==> src/rtl/regfile_pkg.sv <==
// Shared widths and types for the NovaEdge32 integer register file.
// Latency: n/a (declarations only).
// Backpressure: n/a.
package regfile_pkg;

  localparam int XLEN       = 32;
  localparam int NREGS      = 32;
  localparam int REG_ADDR_W = 5;

  typedef logic [REG_ADDR_W-1:0] reg_addr_t;
  typedef logic [XLEN-1:0]       xword_t;

  // Full architectural view, entry 0 included, as consumed by the selectors.
  typedef logic [NREGS-1:0][XLEN-1:0] reg_array_t;

  localparam reg_addr_t ZERO_REG = 5'd0;

  // True when a write request actually targets storage (x0 has none).
  function automatic logic is_real_write(input logic we, input reg_addr_t waddr);
    return we && (waddr != ZERO_REG);
  endfunction

endpackage : regfile_pkg

==> src/rtl/regfile_read_port.sv <==
// One combinational read port: 32 bit-sliced 1-bit 32:1 selectors over the register array.
// Latency: zero cycles, address -> selector tree -> data.
// Backpressure: none; always accepts an address and always produces data.

// Single-bit 32:1 selector; in[i] is bit b of register i.
module mux32x5 (
  input  logic [31:0] in,
  input  logic [4:0]  sel,
  output logic        out
);

  assign out = in[sel];

endmodule : mux32x5

module regfile_read_port
  import regfile_pkg::*;
(
  input  reg_array_t regs,
  input  reg_addr_t  addr,
  output xword_t     data
);

  for (genvar b = 0; b < XLEN; b++) begin : g_bit
    logic [NREGS-1:0] slice;

    // Gather bit b of every register into the selector input vector.
    for (genvar i = 0; i < NREGS; i++) begin : g_gather
      assign slice[i] = regs[i][b];
    end

    mux32x5 u_mux (
      .in  (slice),
      .sel (addr),
      .out (data[b])
    );
  end

endmodule : regfile_read_port

==> src/rtl/regfile32x32.sv <==
// 32x32 integer register file: one synchronous write port, two combinational read ports, x0 = 0.
// Latency: write commits on the next rising edge; reads are zero-cycle combinational.
// Backpressure: none. Optional write-forwarding to the read ports under REGFILE_BYPASS_EN.
module regfile32x32
  import regfile_pkg::*;
(
  input  logic      clk,
  input  logic      rst_n,
  input  logic      we,
  input  reg_addr_t waddr,
  input  xword_t    wdata,
  input  reg_addr_t raddr1,
  input  reg_addr_t raddr2,
  output xword_t    rdata1,
  output xword_t    rdata2
);

  // Storage exists only for x1..x31.
  logic [NREGS-1:1][XLEN-1:0] regs_q;
  logic [NREGS-1:1][XLEN-1:0] regs_d;
  reg_array_t                 rd_arr;
  xword_t                     port_dat1;
  xword_t                     port_dat2;
  logic                       wr_hit;

  assign wr_hit = is_real_write(we, waddr);

  // Next-state: only the addressed register changes; x0 writes fall away.
  always_comb begin
    regs_d = regs_q;
    if (wr_hit) begin
      regs_d[waddr] = wdata;
    end
  end

  // Register state with asynchronous clear.
  always_ff @(posedge clk or negedge rst_n) begin
    if (!rst_n) begin
      regs_q <= '0;
    end else begin
      regs_q <= regs_d;
    end
  end

  // Selector view: x0 input is tied to zero so every selector input is driven.
  assign rd_arr = {regs_q, {XLEN{1'b0}}};

  regfile_read_port u_rp1 (
    .regs (rd_arr),
    .addr (raddr1),
    .data (port_dat1)
  );

  regfile_read_port u_rp2 (
    .regs (rd_arr),
    .addr (raddr2),
    .data (port_dat2)
  );

`ifdef REGFILE_BYPASS_EN
  logic fwd1;
  logic fwd2;

  // Forward the in-flight write; suppressed in reset since that write will not commit.
  always_comb begin
    fwd1   = rst_n && wr_hit && (waddr == raddr1);
    fwd2   = rst_n && wr_hit && (waddr == raddr2);
    rdata1 = fwd1 ? wdata : port_dat1;
    rdata2 = fwd2 ? wdata : port_dat2;
  end
`else
  // No forwarding: same-cycle reads see the pre-write value.
  always_comb begin
    rdata1 = port_dat1;
    rdata2 = port_dat2;
  end
`endif

endmodule : regfile32x32

==> config.mk <==
export PLATFORM = sky130hd
export DESIGN_NAME = regfile32x32
export DESIGN_NICKNAME = d
export VERILOG_FILES = /design/src/rtl/regfile_pkg.sv /design/src/rtl/regfile_read_port.sv /design/src/rtl/regfile32x32.sv
export SDC_FILE = /design/constraint.sdc
export NUM_CORES = 2
export LEC_CHECK = 0
export ABC_AREA = 0
export BUFFER_PORTS_ARGS = -buffer_cell sky130_fd_sc_hd__buf_2
export CORE_ASPECT_RATIO = 0.5
export CORE_MARGIN = 1.5
export CORE_UTILIZATION = 30
export CTS_CLUSTER_SIZE = 28
export DETAILED_ROUTE_END_ITERATION = 16
export PLACE_DENSITY = 0.46
export SYNTH_ARGS = -nofsm -noshare
export SYNTH_HDL_FRONTEND = slang
export SYNTH_SLANG_ARGS = --single-unit
==> constraint.sdc <==
create_clock -name clk -period 3.93 [get_ports clk]
set_input_delay 0.5895 -clock clk [delete_from_list [all_inputs] [get_ports clk]]
set_output_delay 0.5895 -clock clk [all_outputs]
set_load 0.05 [all_outputs]
Yosys cells after proc, flatten, opt, wreduce, memory -nomap -nowiden
Index checks and enable logic that the tools add are counted.
- magnitude comparators: 4
- mux-type cells: 131
- reductions and logical operators: 3
- operators with widths (operator ; number):
    992-bit bitwise mux ; 1
    1-bit binary-select mux with 5-bit select ; 64
    32-bit demux with 5-bit select ; 1
    1-bit 2-to-1 mux ; 64
    32-bit 2-to-1 mux ; 1
    5-bit by 6-bit less-than comparator with 1-bit output (second input constant) ; 3
    5-bit by 1-bit greater-or-equal comparator with 1-bit output (second input constant) ; 1
    5-bit nonzero test ; 1
    1-bit logical AND ; 2
- flip-flop bits (word level): 992
- bits of input ports: 50
- output and inout port bits: 64
- logic and storage cells: 169

Logic depth before layout (Yosys ltp)
- depth in word-level cells: 5
- gate-level depth with buffers: 10
- gate-level depth less buffers: 4

By module
Synthesis repeated with hierarchy kept, for this count alone.
- cells, all modules: 4848
- area, all modules: 57975.6 µm²
- by module, submodules not included (module ; times used ; cells an instance ; area each (µm²) ; sequential area each (µm²)):
    regfile32x32 ; 1 ; 2224 ; 37155.6 ; 24823.8
    mux32x5 ; 64 ; 41 ; 325.3 ; 0.0

Worst setup path before layout
Ideal clock, no wire load.
- path type: input-to-output
- start: input raddr2[0]
- end: output rdata2[23]
- arrival: 2298 ps
- required time: 3340 ps
- slack: 1042 ps
- stages: 8
- buffers on the path: 4
- cells stage by stage: buf_2 buf_6 buf_2 mux4_2 a22o_1 o21ai_1 o31ai_1 buf_4
- cells in the longest elaborated chain, start to end: 2
- ends and longest elaborated chain (element ; line ; RTL):
    from (decl) ; regfile32x32.sv:13 ; input reg_addr_t raddr2,
    1-bit binary-select mux with 5-bit select ; regfile_read_port.sv:12 ; assign out = in[sel];
    1-bit 2-to-1 mux (not written as such) ; regfile_read_port.sv:12 ;
    to (decl) ; regfile32x32.sv:15 ; output xword_t rdata2
Every way passes these cells. The select of a mux whose other input is x is not followed.

Worst setup path in the final report
- start: input raddr2[0]
- end: output rdata2[13]
The elaborated chain is that of the path after synthesis.

==> results.ini <==
[route]
wl_per_cell_um = 30.9
drcViolationCount = 0
drt_iter0_drc = 2833
firstDrtPassIters = 5
vias = 34545
ant_nets = 0
routed_via_density = 5.63
drt_wl_total_um = 190000

[cells_and_area]
fillerInstances = 16949
largest_reg_flops = 992
drive_above_1_share_pct = 53.1
final_area_um2 = 61700
areaGrowthSynthToFinish_pct = 15.0
fin_nets = 3712

[timing]
setup_viol = 0
final.period_utilization_pct = 95.9
max_freq_mhz = 265
finalMaxSlewViolations = 0
maxSlewHeadroom_pct = 9.26
fin_skew_ns = 0
fin_crit_ns = 3.77
tns_ns = 0
worst-slew-pin-transition_ns = 1.35
final_hold_viol_count = 0
rsz0062_at_grt = false

[synthesis]
ys_ff_latch = 992
yosysMostFrequentCell = mux2_2
yosys.area.top_type = dfrtp_1
synthCells = 3661
synthFlopType = dfrtp_1
synth_top_area_share_pct = 46.3
synth_edf_count = 0
ys_types = 30
syn-num-nets = 3711
synthArstFlopShare_pct = 100
syn-mean-instance-area_um2 = 14.7
yosys-top-cells-area = dfrtp_1, mux2_2, mux4_2
synth_area_um2 = 53700
ys_warn_count = 0
netlist_top_cells_count = mux2_2, dfrtp_1, mux4_2, clkbuf_1, mux2i_1
synth-seq-area-share_pct = 46.3

[global_routing]
grtUsageTotal_pct = 20.9
grt_max_degree = 93
overflow = 0
grt_pass1_vias = 36413
grt_pass1_wl_um = 275000
grt_antenna_before_repair = 17

[floorplan]
die_h_um = 302
die_area_um2 = 182000
die_w_um = 601
core_um2 = 177000
initial_core_util_pct = 30.3
ioPinCount = 114
fp-row-count = 109

[power_and_ir_drop]
internal-power_uw = 22700
leakagePower_uw = 0.0265
p_switching_uw = 9070
comb_power_share_pct = 22.7
pwr-share-clk_pct = 34.3
seqPwrFrac_pct = 43.0
power_uw = 31800
peakVddDrop_mv = 0.331
netSwitchingFraction_pct = 28.5
power_density_nw_per_um2 = 515

[placement]
port_buffers = 113
dp_hpwl_um = 118000
gp_congestion = 0.791
place_area_um2 = 58000

[min_path]
hold_path_class = reg2reg
min_from = rd_arr[666]$_DFFE_PN0P_

[critical_path]
crit_required_ns = 3.34
startpoint = raddr2[0]
endpoint_kind = primary output
arrival_ns = 3.18
reg2reg_from = rd_arr[322]$_DFFE_PN0P_
worst-path-max-fanout = 32
crit_type = in2out
critPathLaunchType = input port

[status]
status = completed

[clock_network]
numCtsBuffers = 107
cts.sinks = 992
clk_pin_slew_ns = 0.06
cts_tree = done
clockRootBuffer = clkbuf_16
clk_path_buf_depth = 3
cts_setup_buffers = 0
cts_htree_levels = 3
clk_latency_ns = 0.71

[job]
cap_viol_max_count = 0

[worst max-delay path, stage by stage]
cell      delay [ns]
buf_8           0.23
buf_12          0.26
nor2b_4         0.44
buf_12          0.27
a22o_1          0.16
a211oi_1        0.08
o31ai_1         0.58
buf_4           0.24
buf_2           0.27
[cells in the final DEF, fill, tap and decap left out, drive strengths merged, types with 2 or more instances in the layout]
cell type	count
inv	3
nor2	19
mux4	384
nand3	2
nor3b	4
buf	351
nand2	19
clkinv	28
o22ai	64
mux2	1055
clkbuf	151
and2	66
dfrtp	992
o21ai	64
a211oi	64
a22o	191
bufinv	15
o31ai	64
nand2b	2
mux2i	194
diode	3
nand3b	4
nor2b	6
[per-layer routing]
layer  track usage (%)  routed length, um  up-vias
met2              33.5              87800      946
met1              29.7              88500    19210
met3              2.96               8760      259
li1                  -                  -    14124
met5                 0                 41        -
met4              5.30               4610        6
[cell type report]
cell class              count  area (um^2)  area share (%)
clock inverters            45          607           0.983
inverters                   2         7.51          0.0122
clock buffers             151         3140            5.08
repair buffers            352         3400            5.51
multi-input cells        2207        26800            43.4
diodes                      3         7.51          0.0122
flip-flops and latches    992        24800            40.2
well taps                2386         2990            4.84
[final timing paths]
path	slack, ns	endpoint	cells past startpoint
worst max-delay path	0.16	rdata2[13]	9
worst min-delay path	0.50	rd_arr[666]$_DFFE_PN0P_	1
worst max register to register	3.12	rd_arr[322]$_DFFE_PN0P_	1
worst min register to register	0.50	rd_arr[666]$_DFFE_PN0P_	1
max in group asynchronous	2.23	rd_arr[721]$_DFFE_PN0P_	4
min in group asynchronous	0.51	rd_arr[722]$_DFFE_PN0P_	2
[power groups by stage]
stage          logic (uW)  registers [uW]  clock network (uW)
2_1_floorplan        5380           13300                   0
3_3_place_gp         7130           13700                   0
3_5_place_dp         7250           13800                   0
4_1_cts              7270           13600               11200
5_1_grt              7670           13900               11600
6_report             7210           13700               10900
[cells by family (layout without fill, tap and decap cells)]
| kind of cell | after synthesis | count (layout) | share of synthesized area (%) |
|---|---|---|---|
| AO/OA/AOI/OAI | 447 | 447 | 6.25 |
| buffers and inverters | 462 | 550 | 4.27 |
| flip-flops | 992 | 992 | 46.3 |
| multiplexers | 1633 | 1633 | 41.9 |
| other | 0 | 3 | 0 |
| AND/OR/NAND/NOR | 127 | 127 | 1.34 |
[through the flow]
stage / util, % / cells / hold WS (ns) / setup slack (ns)
after floorplan: - / 3661 / 0.294 / 1.04
after global placement: 32.7 / 5937 / 0.480 / 0.170
after detailed placement: 32.7 / 5938 / 0.491 / 0.133
after CTS: 34.8 / 6135 / 0.465 / 0.132
after global routing: 34.8 / 6135 / 0.516 / 0.0592
final: 34.8 / 6138 / 0.505 / 0.161
[what timing repair did]
| item | CTS | global route |
|---|---|---|
| hold endpoints to repair | 46 | 0 |
| resized for setup | 0 | 0 |
| hold buffers | 1 | 0 |
No activity file was read; power rests on OpenSTA's default activity.
